<file path="config.mk">
export PLATFORM = sky130hd
export DESIGN_NAME = pc_ctrl
export DESIGN_NICKNAME = d
export VERILOG_FILES = /design/src/rtl/pc_pkg.sv /design/src/rtl/pc_ctrl_br_cond.sv /design/src/rtl/pc_ctrl.sv
export SDC_FILE = /design/constraint.sdc
export NUM_CORES = 1
export LEC_CHECK = 0
export ABC_AREA = 1
export BUFFER_PORTS_ARGS = -buffer_cell sky130_fd_sc_hd__buf_2
export CAP_MARGIN = 20
export CORE_MARGIN = 10
export CORE_UTILIZATION = 25
export DETAILED_ROUTE_END_ITERATION = 10
export SYNTH_ARGS = -nofsm -noshare
export SYNTH_HDL_FRONTEND = slang
export SYNTH_SLANG_ARGS = --single-unit
</file>
<file path="constraint.sdc">
create_clock -name clk -period 2.98 [get_ports clk]
set_clock_uncertainty 0.05 [all_clocks]
set_input_delay 0.298 -clock clk [delete_from_list [all_inputs] [get_ports clk]]
set_output_delay 0.298 -clock clk [all_outputs]
set_load 0.03 [all_outputs]
</file>
<file path="src/rtl/pc_pkg.sv">
// Shared opcodes, FSM state encoding and counter sizing for the fetch-stage PC controller.
package pc_pkg;

  localparam int unsigned OP_BEQ  = 32;
  localparam int unsigned OP_BNE  = 33;
  localparam int unsigned OP_BLT  = 34;
  localparam int unsigned OP_BLE  = 35;
  localparam int unsigned OP_JR   = 42;
  localparam int unsigned OP_HALT = 63;

  // Wide enough for the largest legal resolve latency (7).
  localparam int CNT_W = 3;

  typedef enum logic [1:0] {
    RUN  = 2'd0,
    WAIT = 2'd1,
    HALT = 2'd2
  } state_e;

endpackage

</file>
<file path="src/rtl/pc_ctrl_br_cond.sv">
// Branch condition evaluator: decides whether the resolving branch/JR is taken and where it lands.
module br_cond
  import pc_pkg::*;
#(
  parameter int XLEN       = 32,
  parameter int OP_W       = 6,
  parameter int ADDR_SHIFT = 2,
  parameter int SIGNED_CMP = 1
) (
  input  logic [OP_W-1:0] op,
  input  logic [XLEN-1:0] os,
  input  logic [XLEN-1:0] ot,
  input  logic [XLEN-1:0] ex_pc,
  input  logic [XLEN-1:0] imm,
  output logic            taken,
  output logic [XLEN-1:0] target
);

  logic [XLEN-1:0] nextSeq;
  logic [XLEN-1:0] wordOffset;
  logic [XLEN-1:0] branchTarget;
  logic            isEq;
  logic            isLtSigned;
  logic            isLtUnsigned;
  logic            isLt;

  // Offsets are byte offsets; the arithmetic shift keeps backward branches negative.
  assign nextSeq      = ex_pc + XLEN'(1);
  assign wordOffset   = $signed(imm) >>> ADDR_SHIFT;
  assign branchTarget = nextSeq + wordOffset;

  assign isEq         = (os == ot);
  assign isLtSigned   = ($signed(os) < $signed(ot));
  assign isLtUnsigned = (os < ot);
  assign isLt         = (SIGNED_CMP != 0) ? isLtSigned : isLtUnsigned;

  always_comb begin
    taken  = 1'b0;
    target = nextSeq;
    case (op)
      OP_W'(OP_BEQ): taken = isEq;
      OP_W'(OP_BNE): taken = !isEq;
      OP_W'(OP_BLT): taken = isLt;
      OP_W'(OP_BLE): taken = isLt || isEq;
      OP_W'(OP_JR):  taken = 1'b1;
      default:       taken = 1'b0;
    endcase
    if (taken) begin
      target = (op == OP_W'(OP_JR)) ? os : branchTarget;
    end
  end

endmodule

</file>
<file path="src/rtl/pc_ctrl.sv">
// Fetch-stage program counter with one pending branch/JR resolved after BR_LAT cycles,
// stall freeze, halt/resume and a registered flush pulse on taken redirects.
module pc_ctrl
  import pc_pkg::*;
#(
  parameter int XLEN       = 32,
  parameter int JADDR_W    = 26,
  parameter int OP_W       = 6,
  parameter int ADDR_SHIFT = 2,
  parameter int BR_LAT     = 2,
  parameter int SIGNED_CMP = 1
) (
  input  logic               clk,
  input  logic               rst,
  input  logic               stall,
  input  logic               jmp_valid,
  input  logic [JADDR_W-1:0] jmp_addr,
  input  logic               br_dec,
  input  logic [OP_W-1:0]    ex_op,
  input  logic [XLEN-1:0]    ex_os,
  input  logic [XLEN-1:0]    ex_ot,
  input  logic [XLEN-1:0]    ex_imm,
  input  logic [XLEN-1:0]    ex_pc,
  input  logic               resume,
  output logic [XLEN-1:0]    pc,
  output logic               flush,
  output logic               halted
);

  localparam logic [CNT_W-1:0] CNT_ONE  = CNT_W'(1);
  localparam logic [CNT_W-1:0] CNT_LOAD = CNT_W'(BR_LAT);

  state_e           state_q, state_d;
  logic [CNT_W-1:0] cnt_q, cnt_d;
  logic [XLEN-1:0]  pc_q, pc_d;
  logic             flush_q, flush_d;

  logic             resolveNow;
  logic             brTaken;
  logic [XLEN-1:0]  brTarget;
  logic [XLEN-1:0]  jmpTarget;
  logic [XLEN-1:0]  pcPlusOne;

  br_cond #(
    .XLEN      (XLEN),
    .OP_W      (OP_W),
    .ADDR_SHIFT(ADDR_SHIFT),
    .SIGNED_CMP(SIGNED_CMP)
  ) u_br_cond (
    .op    (ex_op),
    .os    (ex_os),
    .ot    (ex_ot),
    .ex_pc (ex_pc),
    .imm   (ex_imm),
    .taken (brTaken),
    .target(brTarget)
  );

  assign resolveNow = (state_q == WAIT) && (cnt_q == CNT_ONE);
  assign jmpTarget  = XLEN'(jmp_addr) >> ADDR_SHIFT;
  assign pcPlusOne  = pc_q + XLEN'(1);

  always_comb begin
    state_d = state_q;
    cnt_d   = cnt_q;
    pc_d    = pc_q;
    flush_d = 1'b0;

    if (state_q == HALT) begin
      if (resume) begin
        pc_d    = pcPlusOne;
        state_d = RUN;
      end
    end else if (!stall) begin
      if (resolveNow) begin
        // Resolve beats any same-cycle jump: that jump is younger and sits in a shadow slot.
        pc_d    = brTarget;
        flush_d = brTaken;
        state_d = RUN;
        cnt_d   = '0;
      end else if (ex_op == OP_W'(OP_HALT)) begin
        pc_d    = ex_pc;
        state_d = HALT;
        cnt_d   = '0;
      end else begin
        pc_d = jmp_valid ? jmpTarget : pcPlusOne;
        if (state_q == WAIT) begin
          cnt_d = cnt_q - CNT_ONE;
        end else if (br_dec) begin
          state_d = WAIT;
          cnt_d   = CNT_LOAD;
        end
      end
    end
  end

  always_ff @(posedge clk or posedge rst) begin
    if (rst) begin
      state_q <= RUN;
      cnt_q   <= '0;
      pc_q    <= '0;
      flush_q <= 1'b0;
    end else begin
      state_q <= state_d;
      cnt_q   <= cnt_d;
      pc_q    <= pc_d;
      flush_q <= flush_d;
    end
  end

  assign pc     = pc_q;
  assign flush  = flush_q;
  assign halted = (state_q == HALT);

endmodule

</file>
==> results.cfg <==
[outcome]
status = finished, violations left
violations = negative setup slack

[placement]
hpwl_um = 33500
placed_area_um2 = 11200
place.gp.congestion = 0.966
port-buffer-count = 195

[logic_synthesis]
synth-simple-area-share = 0.462
synth_edf_count = 0
ys_seq_elements = 38
synth_top_flop_cell = dfrtp_1
synth_top_family_by_area = simple AND/OR/NAND/NOR gates
netlist_instances = 1526
synth.distinct_cells = 52
netlist_area_um2 = 8340
synth_warnings = 0
synthMuxAreaShare = 0.00120
yosys.area_share.adder = 0.104
async_flop_share = 1.00
syn_nets = 1761
synth-xor-area-share = 0.0546
avgSynthCellArea_um2 = 5.47
synth-compound-area-share = 0.125
seq_area_frac_synth = 0.114

[timing]
setup_viol = 20
rsz0062_at_grt = yes
fin_crit_sh = 1.07
setup_tns_ns = -2.12
finalMaxSlewViolations = 0
timing.final.hold_violations = 0
clock.fmax_ghz = 0.313
worst_slack_ns = -0.210
maxSlewHeadroom = 0.398
tightest_slew_ns = 0.902
finalCriticalPeriod_ns = 3.19

[setup_path]
worst_setup_path_start_kind = primary input
endpoint = pc[26]$_DFFE_PP0P_
r2r_setup_slack_ns = 0.50
r2r_start = pc[0]$_DFFE_PP0P_
crit_required_ns = 3.12
crit_type = primary input to flop
cp.arrival_ns = 3.33
cp-end-kind = flop
r2r-end = pc[21]$_DFFE_PP0P_
cp-startpoint = ex_pc[1]
path_max_fanout = 4
reg2regPathDepth = 11

[route]
drcViolationCount = 0
ant_nets = 0
vias_per_cell = 4.76
avgRoutedWirePerCell_um = 16.9
drt_iter0_markers = 735
via_count = 11227
dr.pass1.iters = 5
wl_um = 40000

[global_route]
grt_max_degree = 39
grt_pass1_vias = 10938
grt-ovfl-total = 0
grt_pass1_wl_um = 60700
antenna_found_initial = 6
track_usage = 0.186

[clocking]
cts_tree = done
cts_made_buffers = 5
hold_buffers = 0
numClockSinks = 38
clk_transition_reported_paths_ns = 0.06
root_buffer = clkbuf_16
clk_path_buf_depth = 2
h-tree-depth = 2
clock_latency_ns = 0.30

[power]
ir_worst_vdd_v = 0.000351
p_per_area_nw_per_um2 = 426
power.leakage_nw = 6.76

[min_path]
hold_path.class = primary input to asynchronous set/reset pin

[layout]
final_cell_mix = 430 x nand2_1, 216 x buf_4, 213 x inv_1
fill_cells = 3581
final_common_cell = nand2_1
syn2layout_area_growth_pct = 54.9
layout-drive-gt1-share = 0.366
fin_area_um2 = 12900
final_nets = 2149
seqCellArea_um2 = 951
multi_input_area_um2 = 7500

[die]
die_w_um = 203
die_h_um = 203
core_um2 = 32700
rows = 66
die-area_um2 = 41100
io_pins = 200
floorplan.initialDensity = 0.255

[run]
cap_violations = 0
[state kept, by name, indices dropped and copies added (netlist names)]
signal   cells
state_q      2
pc          32
flush        1
cnt_q        3
[metal layers]
metal | routed length [µm] | global-route usage
met2 | 18600 | 0.306
met3 | 2610 | 0.0374
met5 | 51 | 0
met1 | 17900 | 0.243
met4 | 867 | 0.0437
[worst min-delay path by stage]
stage	start	slack, ns	cells after the start	to
after detailed placement	rst	0.44	3	pc[2]$_DFFE_PP0P_
after CTS	rst	0.13	3	pc[2]$_DFFE_PP0P_
final	rst	0.09	3	pc[2]$_DFFE_PP0P_
after global routing	rst	0.14	3	pc[2]$_DFFE_PP0P_
after floorplan	rst	0.44	1	cnt_q[0]$_DFFE_PP0P_
after global placement	rst	0.44	3	pc[2]$_DFFE_PP0P_
[metrics by stage]
| step | util | setup WS (ns) | std cells | total power [mW] | hold WS, ns |
|---|---|---|---|---|---|
| floorplan | - | -0.0755 | 1526 | 3.22 | 0.440 |
| global placement | 0.344 | -0.856 | 2321 | 4.50 | 0.436 |
| detailed placement | 0.344 | -0.983 | 2321 | 4.54 | 0.443 |
| CTS | 0.377 | -0.146 | 2344 | 5.38 | 0.127 |
| global route | 0.395 | -0.454 | 2357 | 6.00 | 0.144 |
| finish | 0.395 | -0.210 | 2361 | 5.50 | 0.0936 |
[report_power, final]
| part | internal (mW) | total [mW] | switching [mW] |
|---|---|---|---|
| registers | 0.736 | 1.06 | 0.320 |
| clock network | 0.393 | 0.647 | 0.254 |
| logic | 1.39 | 3.80 | 2.41 |
| total | 2.52 | 5.50 | 2.98 |
[synth_stat cells (6+ instances only)]
library cell  number  share of area
nand3_1          162          0.097
a221oi_1           8         0.0084
nor4_1            13         0.0097
clkbuf_1          17         0.0076
buf_2             12         0.0072
ha_1              68           0.10
a21oi_1           54          0.032
inv_1            244           0.11
o21ai_0           83          0.050
nand4_1           25          0.019
dfrtp_1           38           0.11
o21bai_1           6         0.0054
xnor2_1            9         0.0094
xor2_1            43          0.045
o22ai_1           10         0.0075
nor2_1           146          0.066
nor3_1            22          0.013
nand2_1          481           0.22
a21o_1             6         0.0054
[logic make-up (layout without fill, tap and decap cells)]
| kind of cell | Yosys count | count (layout) |
|---|---|---|
| AOI/OAI and AO/OA | 186 | 186 |
| other | 0 | 4 |
| adders and majority gates | 69 | 69 |
| DFF | 38 | 38 |
| xor gates and xnor gates | 52 | 52 |
| buffers and inverters | 294 | 683 |
| and+or+nand+nor | 886 | 886 |
| muxes | 1 | 1 |
[cell type report]
type	instances	area share
clock buffers	5	0.00968
repair buffers	420	0.214
multi-input cells	1194	0.581
inverters	255	0.0758
diodes	4	0.000775
clock inverters	3	0.00310
flip-flops and latches	38	0.0736
well taps	442	0.0428
[critical path, cell delays in order]
cell	delay (ns)
buf_8	0.08
ha_4	0.15
inv_4	0.04
nor3_4	0.14
nand2_2	0.10
nor2_4	0.12
nand2_2	0.08
nor2_4	0.18
nand3_2	0.10
o21ai_2	0.18
inv_2	0.08
ha_4	0.27
buf_4	0.12
nand2_4	0.07
o21ai_1	0.35
buf_4	0.18
nand2_1	0.07
nand2_1	0.06
nand2_1	0.08
nand4_1	0.10
nand3_1	0.09
nand2_2	0.09
nand2_2	0.06
nand3_2	0.08
nand2_1	0.06
nand2_1	0.06
nand2_1	0.05
[what timing repair did]
action	in CTS	in global routing
endpoints found under the setup margin	23	25
pin swaps	91	100
resized for setup	220	121
setup buffers	16	13
Note: power is estimated with default switching activity, not from simulation.
